==> config.mk <==
export PLATFORM = sky130hd
export DESIGN_NAME = llc_trace_req_slicer_flat
export DESIGN_NICKNAME = d
export VERILOG_FILES = /design/src/rtl/cache_struct_pkg.sv /design/src/rtl/llc_trace_req_slicer_if.sv /design/src/rtl/llc_req_fifo.sv /design/src/rtl/llc_trace_req_slicer.sv /design/src/flat_wrapper.sv
export SDC_FILE = /design/constraint.sdc
export NUM_CORES = 1
export LEC_CHECK = 0
export CAP_MARGIN = 20
export CORE_ASPECT_RATIO = 1.1
export CORE_MARGIN = 2
export CORE_UTILIZATION = 55
export CTS_CLUSTER_DIAMETER = 80
export DETAILED_ROUTE_END_ITERATION = 10
export GPL_TIMING_DRIVEN = 0
export PLACE_DENSITY = 0.81
export SYNTH_ARGS = -nofsm -noshare
export SYNTH_HDL_FRONTEND = slang
export SYNTH_HIERARCHICAL = 1
export SYNTH_SLANG_ARGS = --single-unit
==> constraint.sdc <==
create_clock -name clk -period 3.45 [get_ports clk]
set_input_delay 0.5175 -clock clk [delete_from_list [all_inputs] [get_ports clk]]
set_output_delay 0.5175 -clock clk [all_outputs]
set_load 0.005 [all_outputs]
==> src/rtl/cache_struct_pkg.sv <==
// Shared types for the LLC trace intake path: request classes, command decode
// and the address-field widths of the default cache geometry.
package cache_struct_pkg;

   typedef enum logic [2:0] {
      CPU_RD = 3'd0,
      CPU_WR = 3'd1,
      SNOOP  = 3'd2,
      MAINT  = 3'd3
   } req_class_e;

   typedef struct packed {
      logic       legal;
      req_class_e cls;
   } cmd_dec_t;

   localparam int ADDR_BITS_DEF  = 32;
   localparam int LINE_BYTES_DEF = 64;
   localparam int NUM_SETS_DEF   = 16384;
   localparam int OFFSET_BITS    = $clog2(LINE_BYTES_DEF);
   localparam int SET_BITS       = $clog2(NUM_SETS_DEF);
   localparam int TAG_BITS       = ADDR_BITS_DEF - SET_BITS - OFFSET_BITS;

   localparam logic [31:0] CMD_CLEAR = 32'd8;

   function automatic cmd_dec_t cmd_decode(input logic [31:0] cmd);
      cmd_dec_t d;
      d.legal = 1'b1;
      d.cls   = CPU_RD;
      case (cmd)
         32'd0, 32'd2:               d.cls = CPU_RD;
         32'd1:                      d.cls = CPU_WR;
         32'd3, 32'd4, 32'd5, 32'd6: d.cls = SNOOP;
         32'd8, 32'd9:               d.cls = MAINT;
         default:                    d.legal = 1'b0;
      endcase
      return d;
   endfunction

endpackage

==> src/rtl/llc_trace_req_slicer_if.sv <==
// Trace-record intake and sliced-request output handshakes of the slicer.
interface llc_trace_req_slicer_if
   import cache_struct_pkg::*;
#(
   parameter int ADDR_BITS = 32,
   parameter int CMD_BITS  = 4,
   parameter int TAG_W     = 12,
   parameter int SET_W     = 14,
   parameter int OFF_W     = 6
) ();
   logic                 in_valid;
   logic                 in_ready;
   logic [CMD_BITS-1:0]  in_cmd;
   logic [ADDR_BITS-1:0] in_addr;
   logic                 out_valid;
   logic                 out_ready;
   logic [CMD_BITS-1:0]  out_cmd;
   req_class_e           out_class;
   logic [TAG_W-1:0]     out_tag;
   logic [SET_W-1:0]     out_set;
   logic [OFF_W-1:0]     out_offset;

   modport slave (
      input  in_valid, in_cmd, in_addr, out_ready,
      output in_ready, out_valid, out_cmd, out_class, out_tag, out_set, out_offset
   );

   modport master (
      output in_valid, in_cmd, in_addr, out_ready,
      input  in_ready, out_valid, out_cmd, out_class, out_tag, out_set, out_offset
   );
endinterface

==> src/rtl/llc_req_fifo.sv <==
// Generic synchronous FIFO with occupancy count; head word is always on dout.
module llc_req_fifo #(
   parameter int WIDTH = 8,
   parameter int DEPTH = 4
) (
   input  logic                   clk,
   input  logic                   rst_n,
   input  logic                   push,
   input  logic [WIDTH-1:0]       din,
   input  logic                   pop,
   output logic [WIDTH-1:0]       dout,
   output logic [$clog2(DEPTH):0] count
);
   localparam int AW = $clog2(DEPTH);
   localparam int CW = AW + 1;

   logic [WIDTH-1:0] r_mem [DEPTH];
   logic [AW-1:0]    r_wr, r_rd;
   logic [CW-1:0]    r_count;
   logic             w_push, w_pop;

   assign w_push = push && (r_count != CW'(DEPTH));
   assign w_pop  = pop && (r_count != '0);

   // Storage is reset too so the head reads as zero out of reset.
   always_ff @(posedge clk or negedge rst_n) begin
      if (!rst_n) begin
         for (int i = 0; i < DEPTH; i++) r_mem[i] <= '0;
         r_wr    <= '0;
         r_rd    <= '0;
         r_count <= '0;
      end else begin
         if (w_push) begin
            r_mem[r_wr] <= din;
            r_wr        <= r_wr + AW'(1);
         end
         if (w_pop) r_rd <= r_rd + AW'(1);
         case ({w_push, w_pop})
            2'b10:   r_count <= r_count + CW'(1);
            2'b01:   r_count <= r_count - CW'(1);
            default: r_count <= r_count;
         endcase
      end
   end

   assign dout  = r_mem[r_rd];
   assign count = r_count;
endmodule

==> src/rtl/llc_trace_req_slicer.sv <==
// Trace intake: decodes/classifies commands, slices addresses into tag/set/offset,
// buffers legal requests toward the LLC controller and keeps saturating statistics.
module llc_trace_req_slicer
   import cache_struct_pkg::*;
#(
   parameter int ADDR_BITS  = 32,
   parameter int LINE_BYTES = 64,
   parameter int NUM_SETS   = 16384,
   parameter int CMD_BITS   = 4,
   parameter int FIFO_DEPTH = 4,
   parameter int CNT_BITS   = 32
) (
   input  logic                        clk,
   input  logic                        rst_n,
   llc_trace_req_slicer_if.slave       bus,
   output logic [$clog2(FIFO_DEPTH):0] fifo_count,
   output logic                        illegal_pulse,
   output logic [CNT_BITS-1:0]         cnt_cpu_rd,
   output logic [CNT_BITS-1:0]         cnt_cpu_wr,
   output logic [CNT_BITS-1:0]         cnt_snoop,
   output logic [CNT_BITS-1:0]         cnt_illegal
);
   localparam int OFF_W = $clog2(LINE_BYTES);
   localparam int SET_W = $clog2(NUM_SETS);
   localparam int TAG_W = ADDR_BITS - SET_W - OFF_W;
   localparam int CW    = $clog2(FIFO_DEPTH) + 1;
   localparam int ENT_W = CMD_BITS + 3 + ADDR_BITS;

   cmd_dec_t            w_dec;
   logic                w_accept, w_push, w_pop, w_clear;
   logic [CW-1:0]       w_count;
   logic [ENT_W-1:0]    w_din, w_dout;
   logic [CNT_BITS-1:0] r_cnt_rd, r_cnt_wr, r_cnt_snoop, r_cnt_ill;
   logic                r_ill;

   function automatic logic [CNT_BITS-1:0] sat_inc(input logic [CNT_BITS-1:0] v);
      return (v == '1) ? v : v + CNT_BITS'(1);
   endfunction

   assign w_dec        = cmd_decode(32'(bus.in_cmd));
   // Ready depends only on registered occupancy, never on out_ready.
   assign bus.in_ready  = (w_count != CW'(FIFO_DEPTH));
   assign bus.out_valid = (w_count != '0);
   assign w_accept      = bus.in_valid && bus.in_ready;
   assign w_push        = w_accept && w_dec.legal;
   assign w_pop         = bus.out_valid && bus.out_ready;
   assign w_clear       = w_accept && (32'(bus.in_cmd) == CMD_CLEAR);
   assign w_din         = {bus.in_cmd, w_dec.cls, bus.in_addr};

   llc_req_fifo #(.WIDTH(ENT_W), .DEPTH(FIFO_DEPTH)) u_fifo (
      .clk   (clk),
      .rst_n (rst_n),
      .push  (w_push),
      .din   (w_din),
      .pop   (w_pop),
      .dout  (w_dout),
      .count (w_count)
   );

   assign bus.out_cmd    = w_dout[ENT_W-1 -: CMD_BITS];
   assign bus.out_class  = req_class_e'(w_dout[ADDR_BITS +: 3]);
   assign bus.out_tag    = w_dout[ADDR_BITS-1 -: TAG_W];
   assign bus.out_set    = w_dout[OFF_W +: SET_W];
   assign bus.out_offset = w_dout[OFF_W-1:0];
   assign fifo_count     = w_count;

   // Clear wins over any increment on the same accept.
   always_ff @(posedge clk or negedge rst_n) begin
      if (!rst_n) begin
         r_cnt_rd    <= '0;
         r_cnt_wr    <= '0;
         r_cnt_snoop <= '0;
         r_cnt_ill   <= '0;
         r_ill       <= 1'b0;
      end else begin
         r_ill <= w_accept && !w_dec.legal;
         if (w_clear) begin
            r_cnt_rd    <= '0;
            r_cnt_wr    <= '0;
            r_cnt_snoop <= '0;
            r_cnt_ill   <= '0;
         end else if (w_accept) begin
            if (!w_dec.legal) r_cnt_ill <= sat_inc(r_cnt_ill);
            else begin
               case (w_dec.cls)
                  CPU_RD:  r_cnt_rd    <= sat_inc(r_cnt_rd);
                  CPU_WR:  r_cnt_wr    <= sat_inc(r_cnt_wr);
                  SNOOP:   r_cnt_snoop <= sat_inc(r_cnt_snoop);
                  default: ;
               endcase
            end
         end
      end
   end

   assign illegal_pulse = r_ill;
   assign cnt_cpu_rd    = r_cnt_rd;
   assign cnt_cpu_wr    = r_cnt_wr;
   assign cnt_snoop     = r_cnt_snoop;
   assign cnt_illegal   = r_cnt_ill;
endmodule

==> src/flat_wrapper.sv <==
// flat-port wrapper written by rule: the top's interface ports become plain ports
module llc_trace_req_slicer_flat import cache_struct_pkg::*;
#(
   parameter int ADDR_BITS  = 32,
   parameter int LINE_BYTES = 64,
   parameter int NUM_SETS   = 16384,
   parameter int CMD_BITS   = 4,
   parameter int FIFO_DEPTH = 4,
   parameter int CNT_BITS   = 32
)
  (clk, rst_n, fifo_count, illegal_pulse, cnt_cpu_rd, cnt_cpu_wr, cnt_snoop, cnt_illegal, bus_in_valid, bus_in_cmd, bus_in_addr, bus_out_ready, bus_in_ready, bus_out_valid, bus_out_cmd, bus_out_class, bus_out_tag, bus_out_set, bus_out_offset);
  llc_trace_req_slicer_if #(.ADDR_BITS(ADDR_BITS), .CMD_BITS(CMD_BITS)) bus_i ();
  input  logic clk;
  input  logic rst_n;
  output logic [$clog2(FIFO_DEPTH):0] fifo_count;
  output logic illegal_pulse;
  output logic [CNT_BITS-1:0] cnt_cpu_rd;
  output logic [CNT_BITS-1:0] cnt_cpu_wr;
  output logic [CNT_BITS-1:0] cnt_snoop;
  output logic [CNT_BITS-1:0] cnt_illegal;
  input wire logic [$bits(bus_i.in_valid)-1:0] bus_in_valid;
  input wire logic [$bits(bus_i.in_cmd)-1:0] bus_in_cmd;
  input wire logic [$bits(bus_i.in_addr)-1:0] bus_in_addr;
  input wire logic [$bits(bus_i.out_ready)-1:0] bus_out_ready;
  output wire logic [$bits(bus_i.in_ready)-1:0] bus_in_ready;
  output wire logic [$bits(bus_i.out_valid)-1:0] bus_out_valid;
  output wire logic [$bits(bus_i.out_cmd)-1:0] bus_out_cmd;
  output wire logic [$bits(bus_i.out_class)-1:0] bus_out_class;
  output wire logic [$bits(bus_i.out_tag)-1:0] bus_out_tag;
  output wire logic [$bits(bus_i.out_set)-1:0] bus_out_set;
  output wire logic [$bits(bus_i.out_offset)-1:0] bus_out_offset;
  assign bus_i.in_valid = bus_in_valid;
  assign bus_i.in_cmd = bus_in_cmd;
  assign bus_i.in_addr = bus_in_addr;
  assign bus_i.out_ready = bus_out_ready;
  assign bus_in_ready = bus_i.in_ready;
  assign bus_out_valid = bus_i.out_valid;
  assign bus_out_cmd = bus_i.out_cmd;
  assign bus_out_class = bus_i.out_class;
  assign bus_out_tag = bus_i.out_tag;
  assign bus_out_set = bus_i.out_set;
  assign bus_out_offset = bus_i.out_offset;
  llc_trace_req_slicer #(.ADDR_BITS(ADDR_BITS), .LINE_BYTES(LINE_BYTES), .NUM_SETS(NUM_SETS), .CMD_BITS(CMD_BITS), .FIFO_DEPTH(FIFO_DEPTH), .CNT_BITS(CNT_BITS)) u_core (.clk(clk), .rst_n(rst_n), .bus(bus_i), .fifo_count(fifo_count), .illegal_pulse(illegal_pulse), .cnt_cpu_rd(cnt_cpu_rd), .cnt_cpu_wr(cnt_cpu_wr), .cnt_snoop(cnt_snoop), .cnt_illegal(cnt_illegal));
endmodule
### Word level (Yosys, flattened, before mapping)

Cells that the tools add are included.
Widths: inputs -> output; s select.

* bits in registers: 292
* bits of input ports: 40
* logic and storage cells: 100

* add/subtract/negate cells: 8
* $lt $le $gt $ge: 3
* equality and inequality tests: 22
* mux-type cells: 28
* bitwise gates (word level): 2
* reduce and logical (&&, ||, !) cells: 25

Operator list (number)
* $mux 32: 19
* $bwmux 156: 1
* $add 32x1->32 const B: 4
* $eq 32x32->1 const B: 4
* $mux 39: 3
* $bmux 39 s2: 1
* $demux 39 s2: 1
* $eq 4x3->1 const B: 3
* $reduce_and 4->1: 3
* $reduce_bool 2->1: 6
* $reduce_or 9->1: 1
* $eq 4x2->1 const B: 2
* $eq 4x4->1 const B: 2
* $logic_and 1x1->1: 8
* $ne 2x1->1 const B: 4
* $ge 3x3->1 const B: 2
* $not 2->3: 2
* $pmux 2 s3: 1
* $pmux 3 s2: 1
* $add 2x1->2 const B: 2
* $eq 2x1->1 const B: 2
* $eq 2x2->1 const B: 2
* $eq 4x1->1 const B: 1
* $logic_not 4->1: 1
* 12 further kinds: 12

### Depth between registers and ports, before layout

* depth after elaboration: 8
* depth in mapped cells: 11
* mapped depth without buffers: 10

### Hierarchy

Netlist, hierarchy kept.

Modules (own cells, without submodules)
* llc_req_fifo: times used 1, cells an instance 415, area an instance 7129.3 sq um, seq. area each 4078.9 sq um
* llc_trace_req_slicer: times used 1, cells an instance 775, area an instance 7046.8 sq um, seq. area each 3228.1 sq um

### Worst setup path after synthesis

Ideal clock, no wire load.

* path type: register to register
* start point: reg u_core.u_fifo.r_count[1], in the netlist u_core/u_fifo/count[1]
* end point: reg u_core.u_fifo.r_count[2], in the netlist u_core/u_fifo/count[2]
* setup time: 79 ps
* arrival: 2410 ps
* data required time: 3371 ps
* slack: 961 ps
* stages on the path, launching flop included: 12
* path through: dfrtp_1 > or3b_1 > clkbuf_1 > nand2_1 > nor2_1 > nand2b_1 > ha_1 > inv_1 > fa_1 > xor2_1 > nor2_1 > xor2_1

* cells in the longest elaborated chain, start to end: 6

RTL lines
* from (decl): RTL line llc_req_fifo.sv:19 `logic [CW-1:0] r_count;`
* from (signal assigned): RTL line llc_req_fifo.sv:39 `2'b10: r_count <= r_count + CW'(1);`
* from (signal assigned): RTL line llc_req_fifo.sv:40 `2'b01: r_count <= r_count - CW'(1);`
* from (signal assigned): RTL line llc_req_fifo.sv:41 `default: r_count <= r_count;`
* $ne 3x3->1 *: RTL line llc_trace_req_slicer.sv:42 `assign bus.in_ready = (w_count != CW'(FIFO_DEPTH));`
* named net bus_in_ready: RTL line flat_wrapper.sv:25 `output wire logic [$bits(bus_i.in_ready)-1:0] bus_in_ready;`
* $logic_and 1x1->1 *: RTL line llc_trace_req_slicer.sv:44 `assign w_accept = bus.in_valid && bus.in_ready;`
* $logic_and 1x1->1 *: RTL line llc_trace_req_slicer.sv:45 `assign w_push = w_accept && w_dec.legal;`
* named net u_core.w_push: RTL line llc_trace_req_slicer.sv:30 `logic w_accept, w_push, w_pop, w_clear;`
* $logic_and 1x1->1 *: RTL line llc_req_fifo.sv:22 `assign w_push = push && (r_count != CW'(DEPTH));`
* $eq 2x1->1 or $eq 2x2->1 (tied branches): RTL line llc_req_fifo.sv:38 `case ({w_push, w_pop})`
* $pmux 3 s2 or $reduce_bool 2->1 (tied branches)

The timed path passes the listed nets; every way through them passes the cells marked *.
A chain may end at the register's enable or synchronous reset.

### Worst setup path in the final report

* start point: in bus_in_cmd[0]
* end point: reg u_core.r_cnt_rd[28], in the netlist u_core/cnt_cpu_rd[28]

* cells in the longest elaborated chain, start to end: 6

RTL lines
* from (decl): RTL line flat_wrapper.sv:22 `input wire logic [$bits(bus_i.in_cmd)-1:0] bus_in_cmd;`
* $eq 4x2->1 (tied with other cells): RTL line cache_struct_pkg.sv:30 `case (cmd)`
* $reduce_or 4->1 or $reduce_or 2->1 (tied branches)
* $pmux 2 s3: RTL line cache_struct_pkg.sv:30
* $logic_not 3->1: RTL line llc_trace_req_slicer.sv:85 `case (w_dec.cls)`
* $reduce_bool 2->1 (no source line)
* $reduce_and 4->1 (no source line)
* to (signal assigned): RTL line llc_trace_req_slicer.sv:86 `CPU_RD: r_cnt_rd <= sat_inc(r_cnt_rd);`
* to (decl): RTL line llc_trace_req_slicer.sv:33 `logic [CNT_BITS-1:0] r_cnt_rd, r_cnt_wr, r_cnt_snoop, r_cnt_ill;`

Several ways; a longest one is shown, not always the timed one.

==> impl_results.md <==
- Chip height: 172.4 µm
- P per Cell Area: 713.9 mW/mm²
- Worst Hold Class: in -> async
- Total Nets Final: about 1500
- Slew margin rel.: a little under a third
- Final Slew Violations: 0
- Final wirelength: 34.80 mm
- FMAX: 314.9 MHz
- Synthesized instance count: 1190
- Clock Tree Buf Depth: 3
- Worst flop-to-flop path startpoint: u_core/u_fifo/count[0]$_DFFE_PN0P_
- Gate power share: 33.1%
- Violated checks: negative hold slack
- Full die area: 0.02708 mm²
- Final setup fails: 0
- Max Clock Skew: 0.008568 ns
- Initial antenna violation count: 0
- Max Cap Viol: 0
- Seq pwr share: 40.1%
- Post-synthesis register bit count: 292
- Area grow syn2layout: 26.01%
- Post-synth EDFFs: 0
- RSZ-0062 raised after global routing: false
- Io pins: 213
- Switching part of the total: 27.62%
- Final Instance Area: 0.01786 mm²
- Starting Density: 55.95%
- Vias after detailed routing: between 10000 and 15000
- First-pass GRT wire length: 55.55 mm
- Filler-free cell count of the finished design: 1809
- Placement Rows: 61
- CP max FO: 10
- Worst hold slack: -0.003669 ns
- DP Area: 0.01680 mm²
- VDD IR max: about 670 µV
- Crit share post-route: 92.05%
- H-tree depth: 1
- Initial DRC count: 729
- Router iterations before antenna repair: 5
- Setup crit end kind: flip-flop
- YS warnings: 6
- Sw power: around 0.0035 W
- Share of layout cells above drive strength 1: about a fifth
- Largest net degree at the start of global routing: around 110
- Int Power: slightly above 0.009 W
- GRT Resource Usage Total: 25.76%
- R2R depth: 9
- Hold Fails Final Rpt: 1
- RePlAce Congestion: 0.9110
- CP Launch Type: primary input
- Ant. Diodes: 0
- Status: finished, violations left
- Port Buffers: about 210
- Worst R2R Setup Slack: around 0.34 ns
- Syn Area/Cell: 11.91 µm²
- DPL Wire Length: 24.48 mm
- Post-Syn Area: 0.01418 mm²
- Library cells used by synthesis: 66
- Core area: about 0.025 mm²
- Vias in the first global route: 10600
- Top FF cell, synth: dfrtp_1
- Worst-Margin Slew: 1.016 ns
- Grt total ovfl: 0
- Reg clk slew, reported paths: 0.06 ns
- Detail Route Antenna Nets: 0
- CP required: around 3.9 ns
- # DRC: 0
- Setup TNS: 0 ns
- Clock power share: 26.7%
- Power after layout: 0.01275 W
- Vias per cell: 5.810
- TritonCTS clock tree: yes
- Die W: around 160 µm
- Seq/Total Area, Yosys: roughly half
- Filler cells: 1836
- Reg-to-Reg End: u_core/u_fifo/r_mem[108]$_DFFE_PN0P_
- Start point of the critical path: bus_in_cmd[0]
- FFs w/ async S/R, synth: 100.0%
- WL/cell: roughly 19 µm
- CTS sink cnt: roughly 290
- Pleak: 7.413 nW
- Clk root buf: clkbuf_16
- Arr. time, crit path: 3.59 ns
- Worst-Skew Late Latency: roughly 0.55 ns
- Final critical-path required period: around 3.2 ns
- CTS Buf Count: 31
- CP Class: in -> reg
- Cell total after placement: 1753
-- layer usage --
layer | up-vias | part of all wire [%] | wire (µm) | global-route usage [%]
met1 | 5287 | 41 | 14330 | 33.44
met2 | 347 | 49 | 16990 | 43.38
met5 | - | 0 | 0 | 0
met4 | 0 | 2.7 | 940 | 7.866
met3 | 63 | 7.3 | 2548 | 5.965
li1 | 4814 | - | - | -
-- worst max-delay path, stage by stage --
cell and delay (ns):
clkdlybuf4s50_1 0.48, clkbuf_1 0.25, nor4b_2 0.68, and3_1 0.24
clkbuf_1 0.45, clkbuf_2 0.41, clkbuf_1 0.44, nor2_1 0.11
-- logic make-up after synthesis --
family          after synthesis  share of synthesized area [%]
buf+inv                      78                          2.621
compound gates               77                          3.875
other cells                   1                        0.02645
mux                         207                          19.44
flops                       292                          51.54
fa+ha+maj                    10                         0.9356
xor+xnor                     95                          5.869
simple gates                430                          15.68
-- worst max path at each step --
stage                                          endpoint  cells after the start
detailed placement    u_core/cnt_cpu_wr[25]$_DFFE_PN0P_                      8
finish                u_core/cnt_cpu_rd[28]$_DFFE_PN0P_                      8
global placement    u_core/u_fifo/r_mem[22]$_DFFE_PN0P_                      1
floorplan            u_core/u_fifo/count[2]$_DFFE_PN0P_                     11
CTS                   u_core/cnt_cpu_rd[28]$_DFFE_PN0P_                      8
global route          u_core/cnt_cpu_rd[28]$_DFFE_PN0P_                      8
-- layout by cell type (no fill, tap or decap), drive strengths merged, types with 5 or more instances in the layout --
cell type      instances
dfrtp                292
clkdlybuf4s50        211
mux2                 157
nor2                 126
clkbuf                79
nand2                 75
nand3                 51
xor2                  50
nand4                 49
xnor2                 45
mux4                  39
buf                   28
inv                   23
nor3                  23
and3                  20
nor4                  20
and4                  17
o21ai                 17
a21oi                 16
or3                   14
mux2i                 11
ha                     9
o211ai                 8
or4                    8
o31ai                  6
a211oi                 5
nor4b                  5
-- synthesized netlist by cell type, drive strengths merged, types with 17 or more instances --
library cell,count,area (µm²)
dfrtp,292,7307
mux2,157,1768
nor2,126,473.0
nand2,75,281.5
nand3,51,255.2
xor2,50,437.9
nand4,49,312.8
xnor2,45,394.1
mux4,39,878.3
clkbuf,31,116.4
buf,25,172.7
nor3,23,120.1
inv,22,82.58
and3,20,125.1
nor4,20,131.4
and4,17,148.9
o21ai,17,88.83
-- state kept, by name, indices dropped and copies added (netlist names) --
signal,cells
u_core/u_fifo/r_rd,2
u_core/cnt_cpu_wr,32
u_core/cnt_illegal,32
u_core/cnt_cpu_rd,32
u_core/u_fifo/r_mem,156
u_core/u_fifo/r_wr,2
u_core/cnt_snoop,32
u_core/illegal_pulse,1
u_core/u_fifo/count,3
-- through the flow --
stage          setup WS (ns)  utilization, %
2_1_floorplan         0.9612               -
3_3_place_gp          -10.57           66.07
3_5_place_dp         -0.6687           66.31
4_1_cts              0.02707           70.49
5_1_grt               0.1073           70.50
6_report              0.2744           70.50
-- final cells by class --
type | count | area, µm² | share of cell area (%)
clock buffer | 48 | 939.7 | 5.260
timing repair buffer | 214 | 2182 | 12.22
tap | 346 | 432.9 | 2.423
clock inverter | 8 | 118.9 | 0.6654
inverter | 22 | 82.58 | 0.4623
multi-input combinational | 823 | 6509 | 36.44
sequential | 292 | 7307 | 40.90
buffer | 56 | 291.5 | 1.632
-- power by group through the flow --
stage | Clock, W | Combinational, W | Sequential (W)
floorplan | 0 | 0.00250 | 0.00495
finish | 0.00341 | 0.00423 | 0.00511
detailed placement | 0 | 0.00425 | 0.00515
global route | 0.00360 | 0.00459 | 0.00524
global placement | 0 | 0.00413 | 0.00509
CTS | 0.00348 | 0.00428 | 0.00511
-- repair_timing --
| item | 4_1_cts | 5_1_grt |
|---|---|---|
| buffers inserted | 0 | 0 |
| hold buffers | 0 | 0 |
| gates resized for setup | 1 | 2 |
| setup endpoints to repair | 10 | 64 |
(Power assumes the default switching activity.)
